==> config.mk <==
export PLATFORM = sky130hd
export DESIGN_NAME = alu_arbiter_flat
export DESIGN_NICKNAME = d
export VERILOG_FILES = /design/src/rtl/alu_arbiter_if.sv /design/src/rtl/alu_arbiter.sv /design/src/flat_wrapper.sv
export SDC_FILE = /design/constraint.sdc
export NUM_CORES = 1
export LEC_CHECK = 0
export CORE_AREA = 3 3 158 160
export DETAILED_ROUTE_END_ITERATION = 12
export DIE_AREA = 0 0 161 163
export PLACE_DENSITY = 0.68
export SLEW_MARGIN = 15
export SYNTH_ARGS = -nofsm -noshare
export SYNTH_HDL_FRONTEND = slang
export SYNTH_SLANG_ARGS = --single-unit
export TNS_END_PERCENT = 20
==> constraint.sdc <==
create_clock -name clk -period 3.5 [get_ports clk]
set_clock_uncertainty 0.15 [all_clocks]
set_input_delay 0.525 -clock clk [delete_from_list [all_inputs] [get_ports clk]]
set_output_delay 0.525 -clock clk [all_outputs]
set_load 0.02 [all_outputs]
==> src/rtl/alu_arbiter_if.sv <==
// Request, response and ALU-side signals of the two-requester ALU arbiter.
// The slave modport is the arbiter's view; master is the clients' and ALU's view.
interface alu_arbiter_if #(
    parameter int W = 40
);
    logic         req0_valid;
    logic         req0_ready;
    logic [W-1:0] req0_a;
    logic [W-1:0] req0_b;
    logic [4:0]   req0_s;
    logic         req1_valid;
    logic         req1_ready;
    logic [W-1:0] req1_a;
    logic [W-1:0] req1_b;
    logic [4:0]   req1_s;
    logic         rsp0_valid;
    logic         rsp0_ready;
    logic [W-1:0] rsp0_out;
    logic         rsp0_err;
    logic         rsp1_valid;
    logic         rsp1_ready;
    logic [W-1:0] rsp1_out;
    logic         rsp1_err;
    logic [W-1:0] alu_a;
    logic [W-1:0] alu_b;
    logic [4:0]   alu_s;
    logic [W-1:0] alu_out;

    modport slave (
        input  req0_valid, req0_a, req0_b, req0_s,
        input  req1_valid, req1_a, req1_b, req1_s,
        input  rsp0_ready, rsp1_ready, alu_out,
        output req0_ready, req1_ready,
        output rsp0_valid, rsp0_out, rsp0_err,
        output rsp1_valid, rsp1_out, rsp1_err,
        output alu_a, alu_b, alu_s
    );

    modport master (
        output req0_valid, req0_a, req0_b, req0_s,
        output req1_valid, req1_a, req1_b, req1_s,
        output rsp0_ready, rsp1_ready, alu_out,
        input  req0_ready, req1_ready,
        input  rsp0_valid, rsp0_out, rsp0_err,
        input  rsp1_valid, rsp1_out, rsp1_err,
        input  alu_a, alu_b, alu_s
    );
endinterface

==> src/rtl/alu_arbiter.sv <==
// Round-robin arbiter sharing one registered ALU between two requesters:
// accept one op, wait the ALU latency, return the result on the winner's channel.
module alu_arbiter #(
    parameter int          W        = 40,
    parameter int          LAT      = 1,
    parameter logic [15:0] CNT_INIT = 16'h0000
) (
    input  logic          clk,
    input  logic          rst,
    alu_arbiter_if.slave  bus,
    output logic          busy,
    output logic [15:0]   op_count
);
    localparam int CW = (LAT < 2) ? 1 : $clog2(LAT + 1);

    typedef enum logic [1:0] {
        IDLE = 2'd0,
        EXEC = 2'd1,
        RESP = 2'd2
    } state_t;

    state_t        state_r;
    state_t        state_s;
    logic [CW-1:0] cnt_r;
    logic          last_grant_r;
    logic          gnt_r;
    logic [W-1:0]  rsp_out_r;
    logic          rsp_err_r;
    logic [W-1:0]  alu_a_r;
    logic [W-1:0]  alu_b_r;
    logic [4:0]    alu_s_r;
    logic [15:0]   op_count_r;

    logic          any_req_s;
    logic          sel_s;
    logic [W-1:0]  sel_a_s;
    logic [W-1:0]  sel_b_s;
    logic [4:0]    sel_op_s;
    logic          accept_s;
    logic          hs_s;
    logic          rsp_rdy_s;

    function automatic logic op_supported(input logic [4:0] s);
        logic ok;
        case (s)
            5'b00101, 5'b00111, 5'b00110, 5'b01000,
            5'b01011, 5'b01100, 5'b10100: ok = 1'b1;
            default:                      ok = 1'b0;
        endcase
        return ok;
    endfunction

    // Requester selection: a tie goes to whoever was not granted last time
    always_comb begin
        any_req_s = bus.req0_valid | bus.req1_valid;
        if (bus.req0_valid && bus.req1_valid) begin
            sel_s = ~last_grant_r;
        end else if (bus.req1_valid) begin
            sel_s = 1'b1;
        end else begin
            sel_s = 1'b0;
        end
        sel_a_s  = sel_s ? bus.req1_a : bus.req0_a;
        sel_b_s  = sel_s ? bus.req1_b : bus.req0_b;
        sel_op_s = sel_s ? bus.req1_s : bus.req0_s;
    end

    // Next-state logic and accept/handshake strobes
    always_comb begin
        state_s   = state_r;
        accept_s  = 1'b0;
        hs_s      = 1'b0;
        rsp_rdy_s = gnt_r ? bus.rsp1_ready : bus.rsp0_ready;
        case (state_r)
            IDLE: begin
                if (any_req_s) begin
                    accept_s = 1'b1;
                    state_s  = op_supported(sel_op_s) ? EXEC : RESP;
                end else begin
                    state_s = IDLE;
                end
            end
            EXEC: begin
                if (cnt_r == {CW{1'b0}}) begin
                    state_s = RESP;
                end else begin
                    state_s = EXEC;
                end
            end
            RESP: begin
                if (rsp_rdy_s) begin
                    hs_s    = 1'b1;
                    state_s = IDLE;
                end else begin
                    state_s = RESP;
                end
            end
            default: state_s = IDLE;
        endcase
    end

    // State register
    always_ff @(posedge clk) begin
        if (rst) begin
            state_r <= IDLE;
        end else begin
            state_r <= state_s;
        end
    end

    // Datapath: grant latch, ALU operand issue, latency count, result capture
    always_ff @(posedge clk) begin
        if (rst) begin
            cnt_r        <= {CW{1'b0}};
            last_grant_r <= 1'b1;
            gnt_r        <= 1'b0;
            rsp_out_r    <= {W{1'b0}};
            rsp_err_r    <= 1'b0;
            alu_a_r      <= {W{1'b0}};
            alu_b_r      <= {W{1'b0}};
            alu_s_r      <= 5'b00000;
            op_count_r   <= CNT_INIT;
        end else if (accept_s) begin
            gnt_r        <= sel_s;
            last_grant_r <= sel_s;
            if (op_supported(sel_op_s)) begin
                alu_a_r <= sel_a_s;
                alu_b_r <= sel_b_s;
                alu_s_r <= sel_op_s;
                cnt_r   <= CW'(LAT);
            end else begin
                rsp_out_r <= {W{1'b0}};
                rsp_err_r <= 1'b1;
            end
        end else if (state_r == EXEC) begin
            if (cnt_r == {CW{1'b0}}) begin
                rsp_out_r <= bus.alu_out;
                rsp_err_r <= 1'b0;
            end else begin
                cnt_r <= cnt_r - CW'(1);
            end
        end else if (hs_s) begin
            op_count_r <= op_count_r + 16'd1;
            alu_s_r    <= 5'b00000;
        end
    end

    assign bus.req0_ready = (state_r == IDLE) & any_req_s & ~sel_s;
    assign bus.req1_ready = (state_r == IDLE) & any_req_s & sel_s;
    assign bus.rsp0_valid = (state_r == RESP) & ~gnt_r;
    assign bus.rsp1_valid = (state_r == RESP) & gnt_r;
    // Response data is forced to zero on a channel that holds no response
    assign bus.rsp0_out   = bus.rsp0_valid ? rsp_out_r : {W{1'b0}};
    assign bus.rsp1_out   = bus.rsp1_valid ? rsp_out_r : {W{1'b0}};
    assign bus.rsp0_err   = bus.rsp0_valid & rsp_err_r;
    assign bus.rsp1_err   = bus.rsp1_valid & rsp_err_r;
    assign bus.alu_a      = alu_a_r;
    assign bus.alu_b      = alu_b_r;
    assign bus.alu_s      = alu_s_r;
    assign busy           = (state_r != IDLE);
    assign op_count       = op_count_r;
endmodule

==> src/flat_wrapper.sv <==
// flat-port wrapper written by rule: the top's interface ports become plain ports
module alu_arbiter_flat 
#(
    parameter int          W        = 40,
    parameter int          LAT      = 1,
    parameter logic [15:0] CNT_INIT = 16'h0000
)
  (clk, rst, busy, op_count, bus_req0_valid, bus_req0_a, bus_req0_b, bus_req0_s, bus_req1_valid, bus_req1_a, bus_req1_b, bus_req1_s, bus_rsp0_ready, bus_rsp1_ready, bus_alu_out, bus_req0_ready, bus_req1_ready, bus_rsp0_valid, bus_rsp0_out, bus_rsp0_err, bus_rsp1_valid, bus_rsp1_out, bus_rsp1_err, bus_alu_a, bus_alu_b, bus_alu_s);
  alu_arbiter_if #(.W(W)) bus_i ();
  input  logic clk;
  input  logic rst;
  output logic busy;
  output logic [15:0] op_count;
  input wire logic [$bits(bus_i.req0_valid)-1:0] bus_req0_valid;
  input wire logic [$bits(bus_i.req0_a)-1:0] bus_req0_a;
  input wire logic [$bits(bus_i.req0_b)-1:0] bus_req0_b;
  input wire logic [$bits(bus_i.req0_s)-1:0] bus_req0_s;
  input wire logic [$bits(bus_i.req1_valid)-1:0] bus_req1_valid;
  input wire logic [$bits(bus_i.req1_a)-1:0] bus_req1_a;
  input wire logic [$bits(bus_i.req1_b)-1:0] bus_req1_b;
  input wire logic [$bits(bus_i.req1_s)-1:0] bus_req1_s;
  input wire logic [$bits(bus_i.rsp0_ready)-1:0] bus_rsp0_ready;
  input wire logic [$bits(bus_i.rsp1_ready)-1:0] bus_rsp1_ready;
  input wire logic [$bits(bus_i.alu_out)-1:0] bus_alu_out;
  output wire logic [$bits(bus_i.req0_ready)-1:0] bus_req0_ready;
  output wire logic [$bits(bus_i.req1_ready)-1:0] bus_req1_ready;
  output wire logic [$bits(bus_i.rsp0_valid)-1:0] bus_rsp0_valid;
  output wire logic [$bits(bus_i.rsp0_out)-1:0] bus_rsp0_out;
  output wire logic [$bits(bus_i.rsp0_err)-1:0] bus_rsp0_err;
  output wire logic [$bits(bus_i.rsp1_valid)-1:0] bus_rsp1_valid;
  output wire logic [$bits(bus_i.rsp1_out)-1:0] bus_rsp1_out;
  output wire logic [$bits(bus_i.rsp1_err)-1:0] bus_rsp1_err;
  output wire logic [$bits(bus_i.alu_a)-1:0] bus_alu_a;
  output wire logic [$bits(bus_i.alu_b)-1:0] bus_alu_b;
  output wire logic [$bits(bus_i.alu_s)-1:0] bus_alu_s;
  assign bus_i.req0_valid = bus_req0_valid;
  assign bus_i.req0_a = bus_req0_a;
  assign bus_i.req0_b = bus_req0_b;
  assign bus_i.req0_s = bus_req0_s;
  assign bus_i.req1_valid = bus_req1_valid;
  assign bus_i.req1_a = bus_req1_a;
  assign bus_i.req1_b = bus_req1_b;
  assign bus_i.req1_s = bus_req1_s;
  assign bus_i.rsp0_ready = bus_rsp0_ready;
  assign bus_i.rsp1_ready = bus_rsp1_ready;
  assign bus_i.alu_out = bus_alu_out;
  assign bus_req0_ready = bus_i.req0_ready;
  assign bus_req1_ready = bus_i.req1_ready;
  assign bus_rsp0_valid = bus_i.rsp0_valid;
  assign bus_rsp0_out = bus_i.rsp0_out;
  assign bus_rsp0_err = bus_i.rsp0_err;
  assign bus_rsp1_valid = bus_i.rsp1_valid;
  assign bus_rsp1_out = bus_i.rsp1_out;
  assign bus_rsp1_err = bus_i.rsp1_err;
  assign bus_alu_a = bus_i.alu_a;
  assign bus_alu_b = bus_i.alu_b;
  assign bus_alu_s = bus_i.alu_s;
  alu_arbiter #(.W(W), .LAT(LAT), .CNT_INIT(CNT_INIT)) u_core (.clk(clk), .rst(rst), .bus(bus_i), .busy(busy), .op_count(op_count));
endmodule
* After elaboration in Yosys (flattened, before gate mapping)
Cells that the tools add are included.
** Cells by class
- Add/subtract/negate cells :: 2
- Reduce and logical (&&, ||, !) cells :: 11
- Muxes and demuxes :: 38
- Bitwise operators :: 13
- Equal/unequal tests :: 13
** Operator list (count)
- 40-bit two-way mux :: 8
- 5-bit two-way mux :: 5
- 1-bit two-way mux :: 20
- 16-bit by 1-bit adder with 16-bit output, second input constant :: 1
- 5-bit by 3-bit == test with 1-bit output, second input constant :: 3
- 5-bit by 4-bit == test with 1-bit output, second input constant :: 3
- 3-bit AND reduction :: 3
- 2-bit two-way mux :: 4
- 1-bit bitwise AND :: 7
- 7-bit OR reduction :: 1
- 2-bit inequality test, second input constant :: 3
- 2-bit one-hot mux with 3 select lines :: 1
- 2-bit nonzero test :: 3
- 5-bit == test, second input constant :: 1
- 1-bit NOT :: 5
- 2-bit AND reduction :: 2
- 2-bit by 1-bit == test with 1-bit output, second input constant :: 1
- 2-bit == test, second input constant :: 1
- 2-bit zero test :: 1
- 2-bit by 1-bit inequality test with 1-bit output, second input constant :: 1
- 1-bit logical AND :: 1
- 1-bit OR :: 1
- 1-bit subtractor, second input constant :: 1
** Storage, ports and cells
- Register bits after elaboration :: 147
- Output and inout port bits :: 188

* Longest topological paths before layout
- Depth after elaboration :: 11
- Mapped depth :: 8

* Worst setup path after synthesis
No wires, ideal clock.
- Kind :: flip-flop to output port
- Start point :: register u_core.state_r[0]
- End point :: output bus_req1_ready
- Arrival :: 1621 ps
- Cell stages (with the launch flop) :: 5
- Setup slack :: 1204 ps
- Path through :: dfxtp_1 -> or2_2 -> or2_2 -> clkbuf_1 -> nor2_1
** Between the ends
- Cells in the longest elaborated chain, start to end :: 3
** RTL lines
- start: declaration :: RTL line alu_arbiter.sv:22 : state_t state_r;
- start signal: assignment :: RTL line alu_arbiter.sv:107 : state_r <= state_s;
- 2-bit zero test :: RTL line alu_arbiter.sv:149 : assign bus.req1_ready = (state_r == IDLE) & any_req_s & sel_s;
- 1-bit bitwise AND (2 in series) :: RTL line alu_arbiter.sv:149
- end: declaration :: RTL line flat_wrapper.sv:26 : output wire logic [$bits(bus_i.req1_ready)-1:0] bus_req1_ready;
No other way between the ends.

* Final worst setup path
- Start point :: input bus_req0_valid
- End point :: output bus_req1_ready
** Between the ends
- Cells in the longest elaborated chain, start to end :: 3
- Elaborated cells between the ends (all ways) :: 5
- Classes of those cells :: mux: 1; bitwise: 3; reduce/logical: 1
** RTL lines
- start: declaration :: RTL line flat_wrapper.sv:14 : input wire logic [$bits(bus_i.req0_valid)-1:0] bus_req0_valid;
- 1-bit OR / 1-bit logical AND (equally long branches) :: RTL line alu_arbiter.sv:55, alu_arbiter.sv:56
- 1-bit bitwise AND / 1-bit two-way mux (equally long branches) :: RTL line alu_arbiter.sv:149, alu_arbiter.sv:56
- 1-bit bitwise AND (*) :: RTL line alu_arbiter.sv:149
Mark *: on every way between the ends. The rest lies on a longest branch, timed or not.

==> impl_metrics.tcl <==
set metrics [dict create \
    p_leak_nw 4.33 \
    drtPass1Iterations 4 \
    ff2ff_setup_slack_ps 1080 \
    routedWlPerCell_um 18.6 \
    htree_num_levels 4 \
    holdPathEnd "u_core.rsp_out_r[32]" \
    fill_cells 2226 \
    drv_slew 0 \
    synth.avg_cell_area_um2 9.73 \
    io_pins 404 \
    dp.final_hpwl_um 19700 \
    synthTopCellsByCount "172 x nand2_1, 147 x dfxtp_1, 82 x and2_1, 80 x a21oi_2, 80 x a311oi_2" \
    critPathMaxStageDelay_ps 670 \
    drc 0 \
    clock_latency_ps 420 \
    globalRouteTotalUtil 0.203 \
    cp-end-kind "output port" \
    fin_hold_ws_ps 341 \
    via_count 7412 \
    crit_slowest_cell "clkdlybuf4s50_1" \
    first_global_vias 7423 \
    path_class "in2out" \
    yosysTopAreaCell "dfxtp_1" \
    synthArstFlopShare 0 \
    grt_overflow 0 \
    drt_wl_total_um 27700 \
    worstPathArrival_ps 2460 \
    ir_drop_v 0.000256 \
    syn_nets 1016 \
    clock_sinks 147 \
    cts.clk_slew.worst_paths_ps 60 \
    fmax_mhz 319 \
    path_cells "clkdlybuf4s50_1 > nor2_1 > or2_2 > nor2_1 > clkdlybuf4s50_1" \
    hold_class "reg2reg" \
    holdCritStartpoint "u_core.rsp_out_r[32]" \
    ys.flop_type "dfxtp_1" \
    min_period_over_period 0.895 \
    die_w_um 161 \
    yosysMostFrequentCell "nand2_1" \
    grt_start_max_net_pins 108 \
    final-setup-viol-count 0 \
    drtAntennaViolNets 0 \
    cts_hold_buf 0 \
    cts_resized 0 \
    path_delay_family "buffers and inverters" \
    dieHeight_um 163 \
    grt_pass1_wl_um 42200 \
    viasPerCell 4.96 \
    r2r_cells 5 \
    synth-seq-cells 147 \
    synth_edf_count 0 \
    slew_headroom 0.295 \
    fp-row-count 56 \
    syn_to_final_growth_pct 60.2 \
    gp_congestion 0.797 \
    netlist_area_um2 7780 \
    initial_core_util 0.330 \
    drtIter0Drc 317 \
    portBuffers 403 \
    yosysWarnings 0 \
    critPathBufInv 2 \
    maxCapViolCount 0 \
    reg2reg_from "u_core.last_grant_r" \
    antenna_found_initial 4 \
    cts_tree "done" \
    cts_buffer_depth 2 \
    tightest_slew_ps 1060 \
    synth_seq_area_share 0.378 \
    critPathRequiredTime_ps 2820 \
    synth_top_area_share 0.378 \
    r2r_end "u_core.rsp_out_r[13]" \
    finalSetupTns_ps 0 \
    path_max_fanout 3 \
    synthCells 799 \
    fin_crit_ps 3130 \
    postCtsSetupRepairBufs 0 \
    cts-root-buf "clkbuf_16" \
    power_density_nw_per_um2 438 \
    cp-start-kind "input pin" \
    cts_buffers 17 \
    hold_depth 1 \
    hold_viol_final 0 \
    nets 1376 \
    outcome "completed" \
    grt_setup_unrepaired "false" \
    synthTopCellsByArea "dfxtp_1 38%, a311oi_2 15%, a21oi_2 9.0%, nand2_1 8.3%, and2_1 6.6%" \
    coreArea_um2 23500 \
    drive_gt1_frac 0.191 \
    fp.dieArea_um2 26200 \
    synthDistinctLibCells 52 \
]
## final cells by class
cell class	instances	area, um^2	area share
Clock buffer	19	443	0.0355
Timing Repair Buffer	417	4210	0.338
Clock inverter	13	163	0.0131
Multi-Input combinational cell	572	4280	0.343
Sequential cell	147	2940	0.236
Antenna cell	3	7.51	0.000603
Inverter	4	15.0	0.00121
Tap cell	319	399	0.0320
## sequential cells by signal, summed over array words and instances, names as in the netlist, 2 cells and up
register and flops:
u_core.bus.alu_a 40, u_core.bus.alu_b 40, u_core.bus.alu_s 5, u_core.op_count 16, u_core.rsp_out_r 40, u_core.state_r 2
## metrics by stage
| stage | cells | setup slack, ps | cell area [um^2] | total power, mW | utilization |
|---|---|---|---|---|---|
| final | 1494 | 367 | 12500 | 5.46 | 0.529 |
| after global routing | 1494 | 292 | 12500 | 5.71 | 0.529 |
| after CTS | 1491 | 348 | 12500 | 5.54 | 0.529 |
| after detailed placement | 1459 | 235 | 11800 | 3.59 | 0.503 |
| after global placement | 1459 | 298 | 11800 | 3.58 | 0.503 |
| after floorplan | 799 | 1200 | 7780 | 2.95 | - |
## worst max path at each step
stage                            from  cells after the start                   to  slack (ps)
global route           bus_req0_valid                      5       bus_req1_ready         290
detailed placement     bus_req1_valid                      6  u_core.bus.alu_s[1]         240
finish                 bus_req0_valid                      5       bus_req1_ready         370
global placement       bus_req1_valid                      6  u_core.bus.alu_s[1]         300
CTS                    bus_req0_valid                      5       bus_req1_ready         350
floorplan           u_core.state_r[0]                      4       bus_req1_ready        1200
## cell usage in the layout (no fill, tap or decap), types with 4 or more instances in the layout
master,n
clkdlybuf4s50_1,402
nand2_1,172
a41o_1,5
and2_1,82
a21oi_2,80
buf_4,9
clkbuf_16,17
a2111oi_0,5
a22o_1,40
or3_1,8
inv_1,4
mux2i_1,6
dfxtp_1,147
nor2_1,19
o21ai_0,7
buf_12,6
inv_6,6
xnor2_1,5
nand3_1,4
a311oi_2,80
a21oi_1,13
## worst reg2reg max path: stages (launching register included)
cell and delay [ps]:
dfxtp_1 400, a21boi_4 110, a311oi_4 350, o211ai_4 210
a21oi_4 860, a22o_1 290
## power breakdown
group | total (mW) | switching [mW] | internal, mW
Sequential | 1.91 | 0.100 | 1.81
Combinational | 1.63 | 0.880 | 0.751
Clock | 1.92 | 0.816 | 1.10
Total | 5.46 | 1.80 | 3.66
## metal layers
metal / GRT usage / up-vias / wire length [um]
met1: 0.230 / 3491 / 11100
met5: 0 / - / 20
li1: - / 3605 / -
met2: 0.356 / 289 / 13700
met4: 0.0606 / 2 / 393
met3: 0.0763 / 25 / 2570
## cell families after synthesis
family,count (synthesis),share of synthesized area
DFF,147,0.378
adders and majority gates,1,0.00161
buffers and inverters,80,0.0730
AOI/OAI and AO/OA,245,0.339
xor gates and xnor gates,8,0.00901
muxes,6,0.00772
and+or+nand+nor,312,0.191
Power figures use the tool's default switching activity.
